==> config.mk <==
export PLATFORM = sky130hd
export DESIGN_NAME = senone_score_sequencer_flat
export DESIGN_NICKNAME = d
export VERILOG_FILES = /design/src/rtl/senone_score_sequencer_if.sv /design/src/rtl/senone_score_sequencer.sv /design/src/flat_wrapper.sv
export SDC_FILE = /design/constraint.sdc
export NUM_CORES = 1
export LEC_CHECK = 0
export CAP_MARGIN = 20
export CELL_PAD_IN_SITES_DETAIL_PLACEMENT = 1
export CELL_PAD_IN_SITES_GLOBAL_PLACEMENT = 1
export CORE_MARGIN = 2
export CORE_UTILIZATION = 33
export DETAILED_ROUTE_END_ITERATION = 10
export PLACE_DENSITY_LB_ADDON = 0.1
export SYNTH_ARGS = -nofsm -noshare
export SYNTH_HDL_FRONTEND = slang
export SYNTH_SLANG_ARGS = --single-unit
==> constraint.sdc <==
create_clock -name clk -period 1.82 [get_ports clk]
set_clock_uncertainty 0.15 [all_clocks]
set_input_delay 0.273 -clock clk [delete_from_list [all_inputs] [get_ports clk]]
set_output_delay 0.273 -clock clk [all_outputs]
set_load 0.01 [all_outputs]
==> src/rtl/senone_score_sequencer_if.sv <==
// rtl/senone_score_sequencer_if.sv - score RAM read port plus framed score stream
interface senone_score_sequencer_if #(
    parameter int ADDR_W  = 12,
    parameter int SCORE_W = 16
);
    logic                      rd_en;
    logic [ADDR_W-1:0]         rd_addr;
    logic signed [SCORE_W-1:0] rd_data;
    logic                      new_vector_available;
    logic                      new_senone;
    logic                      last_senone;
    logic signed [SCORE_W-1:0] current_score;
    logic [ADDR_W-1:0]         senone_index;

    modport master (
        output rd_en, rd_addr,
        input  rd_data,
        output new_vector_available, new_senone, last_senone, current_score, senone_index
    );

    modport slave (
        input  rd_en, rd_addr,
        output rd_data,
        input  new_vector_available, new_senone, last_senone, current_score, senone_index
    );
endinterface

==> src/rtl/senone_score_sequencer.sv <==
// rtl/senone_score_sequencer.sv - reads one vector's senone scores from RAM and frames them for the max-finder
module senone_score_sequencer #(
    parameter int N_SENONES    = 4096,
    parameter int ADDR_W       = 12,
    parameter int SCORE_W      = 16,
    parameter int READ_LATENCY = 1
) (
    input  logic clk,
    input  logic reset,
    input  logic start,
    input  logic hold,
    output logic busy,
    output logic done,
    senone_score_sequencer_if.master bus
);
    typedef enum logic [2:0] {IDLE, CLEAR, ISSUE, DRAIN, DONE} state_t;

    localparam logic [ADDR_W-1:0] LAST_ADDR = ADDR_W'(N_SENONES - 1);

    state_t                state;
    logic [ADDR_W-1:0]     addr_cnt;
    logic [READ_LATENCY:1] pipe_valid;
    logic [ADDR_W-1:0]     pipe_addr [1:READ_LATENCY];
    logic                  issue;

    // Reads go out in CLEAR as well so the first address leaves the cycle after the clear pulse.
    assign issue = ((state == CLEAR) || (state == ISSUE)) && !hold;

    always_ff @(posedge clk) begin
        if (reset) begin
            state                    <= IDLE;
            addr_cnt                 <= '0;
            pipe_valid               <= '0;
            for (int i = 1; i <= READ_LATENCY; i++) pipe_addr[i] <= '0;
            busy                     <= 1'b0;
            done                     <= 1'b0;
            bus.rd_en                <= 1'b0;
            bus.rd_addr              <= '0;
            bus.new_vector_available <= 1'b0;
            bus.new_senone           <= 1'b0;
            bus.last_senone          <= 1'b0;
            bus.current_score        <= '0;
            bus.senone_index         <= '0;
        end else begin
            bus.rd_en                <= 1'b0;
            bus.new_vector_available <= 1'b0;
            bus.new_senone           <= 1'b0;
            bus.last_senone          <= 1'b0;
            done                     <= 1'b0;

            // Stage 1 tracks the read on the RAM port now; stage READ_LATENCY lines up with rd_data.
            pipe_valid[1] <= bus.rd_en;
            pipe_addr[1]  <= bus.rd_addr;
            for (int i = 2; i <= READ_LATENCY; i++) begin
                pipe_valid[i] <= pipe_valid[i-1];
                pipe_addr[i]  <= pipe_addr[i-1];
            end

            if (pipe_valid[READ_LATENCY]) begin
                bus.new_senone    <= 1'b1;
                bus.current_score <= bus.rd_data;
                bus.senone_index  <= pipe_addr[READ_LATENCY];
                bus.last_senone   <= (pipe_addr[READ_LATENCY] == LAST_ADDR);
            end

            if (issue) begin
                bus.rd_en   <= 1'b1;
                bus.rd_addr <= addr_cnt;
                if (addr_cnt != LAST_ADDR) addr_cnt <= addr_cnt + 1'b1;
            end

            case (state)
                IDLE: begin
                    if (start) begin
                        state                    <= CLEAR;
                        bus.new_vector_available <= 1'b1;
                        busy                     <= 1'b1;
                        addr_cnt                 <= '0;
                    end
                end
                CLEAR: begin
                    state <= (issue && addr_cnt == LAST_ADDR) ? DRAIN : ISSUE;
                end
                ISSUE: begin
                    if (issue && addr_cnt == LAST_ADDR) state <= DRAIN;
                end
                DRAIN: begin
                    // Reads return in order, so the final index emerging means nothing is left in flight.
                    if (bus.last_senone) begin
                        state <= DONE;
                        done  <= 1'b1;
                        busy  <= 1'b0;
                    end
                end
                DONE: begin
                    state <= IDLE;
                end
                default: begin
                    state <= IDLE;
                end
            endcase
        end
    end
endmodule

==> src/flat_wrapper.sv <==
// flat-port wrapper written by rule: the top's interface ports become plain ports
module senone_score_sequencer_flat 
#(
    parameter int N_SENONES    = 4096,
    parameter int ADDR_W       = 12,
    parameter int SCORE_W      = 16,
    parameter int READ_LATENCY = 1
)
  (clk, reset, start, hold, busy, done, bus_rd_en, bus_rd_addr, bus_rd_data, bus_new_vector_available, bus_new_senone, bus_last_senone, bus_current_score, bus_senone_index);
  senone_score_sequencer_if #(.ADDR_W(ADDR_W), .SCORE_W(SCORE_W)) bus_i ();
  input  logic clk;
  input  logic reset;
  input  logic start;
  input  logic hold;
  output logic busy;
  output logic done;
  output wire logic [$bits(bus_i.rd_en)-1:0] bus_rd_en;
  output wire logic [$bits(bus_i.rd_addr)-1:0] bus_rd_addr;
  input wire logic [$bits(bus_i.rd_data)-1:0] bus_rd_data;
  output wire logic [$bits(bus_i.new_vector_available)-1:0] bus_new_vector_available;
  output wire logic [$bits(bus_i.new_senone)-1:0] bus_new_senone;
  output wire logic [$bits(bus_i.last_senone)-1:0] bus_last_senone;
  output wire logic [$bits(bus_i.current_score)-1:0] bus_current_score;
  output wire logic [$bits(bus_i.senone_index)-1:0] bus_senone_index;
  assign bus_rd_en = bus_i.rd_en;
  assign bus_rd_addr = bus_i.rd_addr;
  assign bus_i.rd_data = bus_rd_data;
  assign bus_new_vector_available = bus_i.new_vector_available;
  assign bus_new_senone = bus_i.new_senone;
  assign bus_last_senone = bus_i.last_senone;
  assign bus_current_score = bus_i.current_score;
  assign bus_senone_index = bus_i.senone_index;
  senone_score_sequencer #(.N_SENONES(N_SENONES), .ADDR_W(ADDR_W), .SCORE_W(SCORE_W), .READ_LATENCY(READ_LATENCY)) u_core (.clk(clk), .reset(reset), .start(start), .hold(hold), .busy(busy), .done(done), .bus(bus_i));
endmodule
==> flow_summary.ini, run 1 <==
[hold_path]
hold_class = input pin to register
hp-start = reset
whs_endpoint = u_core.addr_cnt[7]
hold_depth = 3

[synthesis]
yosysTopAreaCellShare = 0.542
ys_warn_count = 0
synth_cells = 286
avgSynthCellArea_um2 = 9.55
synth_area_um2 = 2730
ys_types = 36
ys_ff_latch = 74
ys_seq_area_frac = 0.542
synth_area_leaders = dfxtp_1, mux2i_1, nor2_1, nand2_1, a21oi_1
synth_nets = 307
yosysTopAreaCell = dfxtp_1

[route]
dr.pass1.iters = 4
num_vias = 2336
drt_iter0_drc = 80
drt-vias-per-instance = 4.79
wl_per_cell_um = 14.2
antenna_left = 0
drc = 0
totalWireLength_mm = 6.91

[pwr]
leakagePower_uw = 0.00140
comb_power_share = 0.077
p_per_area_nw_per_um2 = 883
internal_power_uw = 2730
peakVddDrop_v = 0.000461
power_frac_clock = 0.449
switching_share = 0.221
pwr-share-seq = 0.473
p_sw_uw = 772

[finish]
drive_above_1_share = 0.180
n_antenna_cell = 0
fin_area_um2 = 3960
nNetsFinal = 399
utilization = 0.487
syn_to_final_growth_pct = 45.1

[floorplan]
dieArea_um2 = 9020
initial_core_util = 0.336
num_io_pins = 66
die_x_um = 95.0
die_y_um = 95.0
core_um2 = 8130
placementRows = 33

[setup_path]
r2r_end = u_core.state[0]
r2r_setup_slack_ps = 60
start_kind = input pin
rr_worst_depth = 5
crit_required_ps = 1940
cp.arrival_ps = 1910
crit_type = input pin to register
worstSetupEndpointType = register
rr_startpoint = u_core.addr_cnt[0]
path_max_fanout = 7

[global_routing]
grt_max_degree = 59
grtUsageTotal = 0.159
grt_pass1_vias = 2262
grt_first_pass_wirelength_mm = 11.1
gr-total-overflow = 0
grt_antenna_before_repair = 0

[clock_network]
root_buffer = clkbuf_8
cts.clk_slew.worst_paths_ps = 70
cts_inserted_buffers = 9
cts_sinks = 74
insertion_delay_ps = 350
cts_tree = yes
clk_path_buf_depth = 2
cts_hold_buf = 0
h-tree-depth = 3

[flow_run]
cap_violations = 0

[place]
dpl_worst_slack_ps = -392
gp_congestion = 0.753
postPlaceCellArea_um2 = 3680
port-buffer-count = 65
dp_hpwl_mm = 4.98

[timing]
tns_ps = 0
fmax_mhz = 559
worst_pin_slew_ps = 591
setup_ws_ps = 30.8
finalCritPeriodShare = 0.983
fin_crit_ps = 1790
slew_headroom = 0.606
finalSetupViolCount = 0
drv_slew = 0
final_hold_viol_count = 0

[run_status]
outcome = finished clean
## layout by cell type (no fill, tap or decap), types with 6 or more instances in the layout
cell / synthesis / final
dfxtp_1: 74 / 69
nor2b_1: 14 / 14
nor2_1: 36 / 36
a21oi_1: 21 / 19
mux2i_1: 29 / 29
clkdlybuf4s50_1: 0 / 64
nand2_1: 29 / 29
nand3_1: 6 / 6
buf_4: 0 / 33
clkbuf_8: 0 / 10
## final cells by class
type	count	area [µm²]
Sequential cell	74	1490
Multi-Input combinational cell	192	1190
Clock inverter	6	113
Fill cell	938	4170
Tap cell	105	131
Inverter	3	11.3
Timing Repair Buffer	98	893
Clock buffer	10	138
## power groups by stage
| stage | logic [µW] | registers (µW) | clock network [µW] |
|---|---|---|---|
| after floorplan | 128 | 1690 | 0 |
| after global placement | 261 | 1690 | 0 |
| after detailed placement | 267 | 1690 | 0 |
| after CTS | 270 | 1660 | 1610 |
| after global routing | 297 | 1660 | 1690 |
| final | 271 | 1660 | 1570 |
## kinds of logic after synthesis
logic type                 Yosys count  share of synthesized area
and+or+nand+nor                    124                      0.235
xor gates and xnor gates             1                    0.00321
buffers and inverters               20                     0.0302
AOI/OAI and AO/OA                   37                     0.0783
DFF                                 74                      0.542
adders and majority gates            1                    0.00458
muxes                               29                      0.106
## through the flow
step                std cells  hold slack, ps  power [µW]
finish                    488             147        3500
global route              488             166        3640
CTS                       487             149        3540
detailed placement        471             300        1960
global placement          471             302        1950
floorplan                 286             206        1820
## routing by layer
| layer | vias up | track usage | wire length [µm] |
|---|---|---|---|
| li1 | 1173 | - | - |
| met1 | 1117 | 0.219 | 3330 |
| met2 | 38 | 0.244 | 3260 |
| met3 | 8 | 0.0271 | 215 |
| met4 | 0 | 0.0725 | 103 |
| met5 | - | 0 | 0 |
## sequential cells by signal, summed over array words and instances (netlist names)
name / cells
u_core.pipe_addr: 12
u_core.bus.new_senone: 1
u_core.bus.rd_en: 1
u_core.pipe_valid: 1
u_core.bus.last_senone: 1
u_core.bus.senone_index: 12
u_core.bus.new_vector_available: 1
u_core.addr_cnt: 12
u_core.bus.rd_addr: 12
u_core.bus.current_score: 16
u_core.done: 1
u_core.busy: 1
u_core.state: 3
## worst max-delay path: stages
cell and delay, ps:
clkdlybuf4s50_1 430, or2_4 300, or2_4 270, or4_4 490, a21oi_2 140
## worst max-delay path by stage
stage | from | end | slack (ps) | depth (start not counted)
global route | u_core.addr_cnt[0] | u_core.addr_cnt[11] | -40 | 6
floorplan | u_core.addr_cnt[1] | u_core.state[0] | 70 | 5
CTS | hold | u_core.addr_cnt[5] | 1 | 5
detailed placement | hold | u_core.addr_cnt[0] | -390 | 6
finish | hold | u_core.addr_cnt[5] | 30 | 5
global placement | hold | u_core.addr_cnt[3] | -320 | 5
## repair_timing
action,in CTS,in global routing
gates resized for setup,5,4
buffers inserted,0,1
pin swaps,0,5
setup endpoints to repair,4,4
## cells in the mapped netlist (all sizes together)
master,number
dfxtp,74
nor2,36
mux2i,29
nand2,29
a21oi,21
nor2b,14
clkbuf,10
nand3,8
buf,7
nor4,6
nand4,5
nor3,5
o21ai,5
or2,5
or4,5
and4,4
a31oi,3
inv,3
nand2b,3
o31ai,3
or3,2
a21o,1
and4b,1
ha,1
nor4b,1
o211a,1
o211ai,1
o21bai,1
o311a,1
xnor2,1
(Power assumes the default switching activity.)
==> run 2, diff against run 1 <==
- CORE_UTILIZATION: 33 -> 39
- clock period: 1.82 -> 2.2 ns (I/O delays scaled with it)
==> run 2 against run 1 <==
  * Register-to-register slack gained 80 ps
  * Worst setup slack improved by 110 ps
  * Cell count fell by 6.6%
  * Via count shrank 2.5%
  * First-iteration DRC count is 29% lower
  * Sequential share of layout area up 2.4 points
  * Combinational power fell by 31%
  * Clock power shrank 29%
  * Utilization up 5.9 points
  * Critical path depth stayed put
  * Hold slack improved by 67 ps
  * Largest cell class unchanged
  * Largest power group unchanged
  * Highest routed layer unchanged
==> flow_summary.ini, run 2 (synthesis gave the netlist of run 1 again) <==
[run_status]
outcome = finished clean

[clock_network]
cts.clk_slew.worst_paths_ps = 80
cts_hold_buf = 0
insertion_delay_ps = 350
cts_inserted_buffers = 9
cts_tree = yes
root_buffer = clkbuf_8
cts_setup_buffers = 0
cts_sinks = 74
clk_path_buf_depth = 2
cts-resized-gates = 0
h-tree-depth = 3

[finish]
multi_input_area_um2 = 1170
seq_area_um2 = 1480
largest-register = u_core.bus.current_score
largest_reg_flops = 16
fin_cells = 456
n_antenna_cell = 0
fillers = 755
nNetsFinal = 377
layout_common_cells = dfxtp_1, clkdlybuf4s50_1, nor2_1
fin_area_um2 = 3710
syn_to_final_growth_pct = 35.8
drive_above_1_share = 0.0917
final_common_cell = dfxtp_1

[timing]
worst_pin_slew_ps = 590
rsz0062_at_grt = false
final_hold_viol_count = 0
tns_ps = 0
holdWs_ps = 214
drv_slew = 0
fmax_mhz = 486
finalCritPeriodShare = 0.936
fin_crit_ps = 2060
finalSetupViolCount = 0
setup_ws_ps = 142
slew_headroom = 0.607

[pwr]
peakVddDrop_v = 0.000493
internal_power_uw = 2080
p_sw_uw = 592
comb_power_share = 0.070
power_frac_clock = 0.415
leakagePower_uw = 0.00126
pwr-share-seq = 0.515
p_per_area_nw_per_um2 = 721
switching_share = 0.221

[global_routing]
gr-total-overflow = 0
grtUsageTotal = 0.180
grt_max_degree = 59
grt-busiest-layer = met2
grt_pass1_vias = 2257
met1_usage = 0.226
met3_usage = 0.0311
grt_use_met2 = 0.292
grt_first_pass_wirelength_mm = 10.6
grt_antenna_before_repair = 0

[floorplan]
core_um2 = 6790
dieArea_um2 = 7690
die_x_um = 87.7
initial_core_util = 0.402
num_io_pins = 66
die_y_um = 87.7
placementRows = 30

[place]
port-buffer-count = 65
dpl_worst_slack_ps = -67.9
postPlaceCellArea_um2 = 3510
dp_hpwl_mm = 4.68
dp.cells = 441
gp_congestion = 0.780

[route]
antenna_left = 0
num_vias = 2278
drc = 0
wl_per_cell_um = 14.4
dr.pass1.iters = 4
totalWireLength_mm = 6.54
drt-vias-per-instance = 5.00
drt_iter0_drc = 57

[setup_path]
start_kind = register
cpMaxStageDelayCell = or4_4
crit_required_ps = 2310
cp_top_family = simple AND/OR/NAND/NOR gates
path_max_fanout = 6
crit_type = register to register
cp.arrival_ps = 2170
worstSetupEndpointType = register
critical_path.cell_chain = ha_1 > nand3_2 > or4_4 > o311a_1 > nor4_2
cpPeakStageDelay_ps = 610
critPathBufInv = 0

[hold_path]
hold_class = input pin to register

[flow_run]
cap_violations = 0
run 2: layout make-up:
| class | count | share of cell area |
|---|---|---|
| clock buffer | 12 | 0.0364 |
| multi-input combinational | 192 | 0.315 |
| timing repair buffer | 76 | 0.196 |
| clock inverter | 3 | 0.0175 |
| sequential | 74 | 0.400 |
| tap | 96 | 0.0324 |
| inverter | 3 | 0.00304 |
run 2: per-stage QoR:
stage	total power (µW)	utilization
global placement	1590	0.517
finish	2680	0.546
floorplan	1510	-
CTS	2710	0.546
detailed placement	1600	0.517
global route	2770	0.546
run 2: layer usage:
metal	vias to the layer above	wire, µm
li1	1125	-
met1	1098	3000
met2	43	3160
met3	12	237
met4	0	147
met5	-	0
run 2: final timing paths:
path	slack (ps)	from	endpoint	depth (start not counted)
setup / recovery	140	u_core.addr_cnt[0]	u_core.state[0]	5
hold / removal	210	reset	u_core.addr_cnt[7]	3
setup reg to reg	140	u_core.addr_cnt[0]	u_core.state[0]	5
hold reg to reg	310	u_core.bus.rd_en	u_core.pipe_valid	1
run 2: power groups by stage:
stage | Clock (µW) | Combinational (µW) | Sequential, µW
floorplan | 0 | 105 | 1400
global placement | 0 | 186 | 1410
detailed placement | 0 | 190 | 1410
CTS | 1140 | 191 | 1380
global route | 1180 | 207 | 1380
finish | 1110 | 188 | 1380
run 2: worst register-to-register path: cells and delay by family, from the launching register on:
kind,cells,cell delay [ps]
flops,1,430
compound gates,1,320
simple gates,3,870
fa+ha+maj,1,220
==> run 3, diff against run 2 <==
- CTS_CLUSTER_SIZE: default -> 12
==> results of run 3 <==
No change in the layout: final DEF, timing and power equal those of run 2.
==> edit: new RTL, config.mk and constraints of run 1 <==
Re-encode `state_t` (5 states) as one-hot, 5 bits wide.
--- a/src/rtl/senone_score_sequencer.sv
+++ b/src/rtl/senone_score_sequencer.sv
@@ -14,5 +14,5 @@
     senone_score_sequencer_if.master bus
 );
-    typedef enum logic [2:0] {IDLE, CLEAR, ISSUE, DRAIN, DONE} state_t;
+    typedef enum logic [4:0] {IDLE = 5'b00001, CLEAR = 5'b00010, ISSUE = 5'b00100, DRAIN = 5'b01000, DONE = 5'b10000} state_t;
 
     localparam logic [ADDR_W-1:0] LAST_ADDR = ADDR_W'(N_SENONES - 1);
Check against the original RTL: same outputs for any inputs over 10 cycles, from zero or initial values and one cycle with reset high; not proved beyond that.
==> edit against run 1 <==
  * The flow now finishes with violations (setup timing)
  * Power down 5.5%
  * Synthesized cell count increased by 2.8%
  * Hold slack improved by 0.0041 ns
  * Largest power group unchanged
  * Synthesized area grew 1.3%
  * Critical path type is now flop to flop
  * Core utilization rose by 0.78 points
  * Wire length up 2.8%
  * Critical path depth did not move
  * Global-route usage up 0.11 points
  * Final area increased by 2.1%
  * Sequential share of layout area is 0.15 points higher
  * Sequential cell count grew 2
  * Highest routed layer unchanged
  * Setup slack got worse by 0.14 ns
==> edit: results (changes against run 1) <==
status = complete, but fails checks (was completed)
violated checks = setup timing
Synth Register Bits = 76 (was 74)
Non-clk bufs = 95 (was 98)
Final WS setup = -0.1100 ns (was 0.03076 ns)
Die ar. = 0.009136 sq mm (was 0.009020 sq mm)
Global Route met2 Usage = 26.57% (was 24.41%)
most frequent cells after synthesis = dfxtp_1, nor2_1, nand2_1 (was dfxtp_1, nor2_1, mux2i_1, nand2_1, a21oi_1)
Multi-In Gates = 198 (was 192)
WL met3 = 413 microns (was 215 microns)
Reg power frac = 50.8% (was 47.3%)
fill count = 927 (was 938)
NetSw = 724.5 uW (was 771.9 uW)
setup TNS = -0.5649 ns (was 0 ns)
DR iter-0 viols = 47 (was 80)
met2 wire length = 3440 microns (was 3256 microns)
Post-layout nets = 402 (was 399)
Routed WL per cell = 14.46 microns (was 14.15 microns)
met3 usage = 4.822% (was 2.713%)
Netlist cell types = 38 (was 36)
vias per cell = 4.829 (was 4.787)
Final setup viols = 7 (was 0)
largest net degree at the start of global routing = 25 (was 59)
worst-path fanout max = 5 (was 7)
Non-clock buffers, area share = 22.19% (was 22.54%)
multi-input combinational area share = 31.07% (was 30.02%)
Area contributors post-synth = dfxtp_1, mux2i_1, nor2_1 (unchanged)
syn_area_per_cell = 9.414 sq um (was 9.550 sq um)
share of cells above drive strength 1 = 17.10% (was 18.02%)
first-pass GRT wire length = 11270 microns (was 11120 microns)
Worst slew margin = 75.53% (was 60.58%)
number of global-route vias before repair = 2366 (was 2262)
Inverters, non-clock = 1 (was 3)
Inst Count DP = 474 (was 471)
[edit: final timing paths]
check / to / cells after the start / slack, ns / start
max: u_core.addr_cnt[0]$_SDFF_PP0_ / 5 / -0.11 / u_core.state[3]$_SDFFE_PP0P_
min: u_core.state[1]$_SDFFE_PP0P_ / 2 / 0.15 / reset
max reg2reg: u_core.addr_cnt[0]$_SDFF_PP0_ / 5 / -0.11 / u_core.state[3]$_SDFFE_PP0P_
min reg2reg: u_core.busy$_SDFFE_PP0P_ / 2 / 0.31 / u_core.busy$_SDFFE_PP0P_
[edit: repair_timing]
| action | CTS | global route |
|---|---|---|
| setup buffers | 1 | 0 |
| pin swaps | 7 | 4 |
| endpoints found under the setup margin | 18 | 24 |
| resized for setup | 12 | 8 |
[edit: cell families after synthesis]
logic type	Yosys count	share of synthesized area, %
buf+inv	20	3.210
flops	76	54.97
compound gates	38	8.454
mux	28	10.13
fa+ha+maj	1	0.4520
simple gates	130	22.47
xor+xnor	1	0.3165
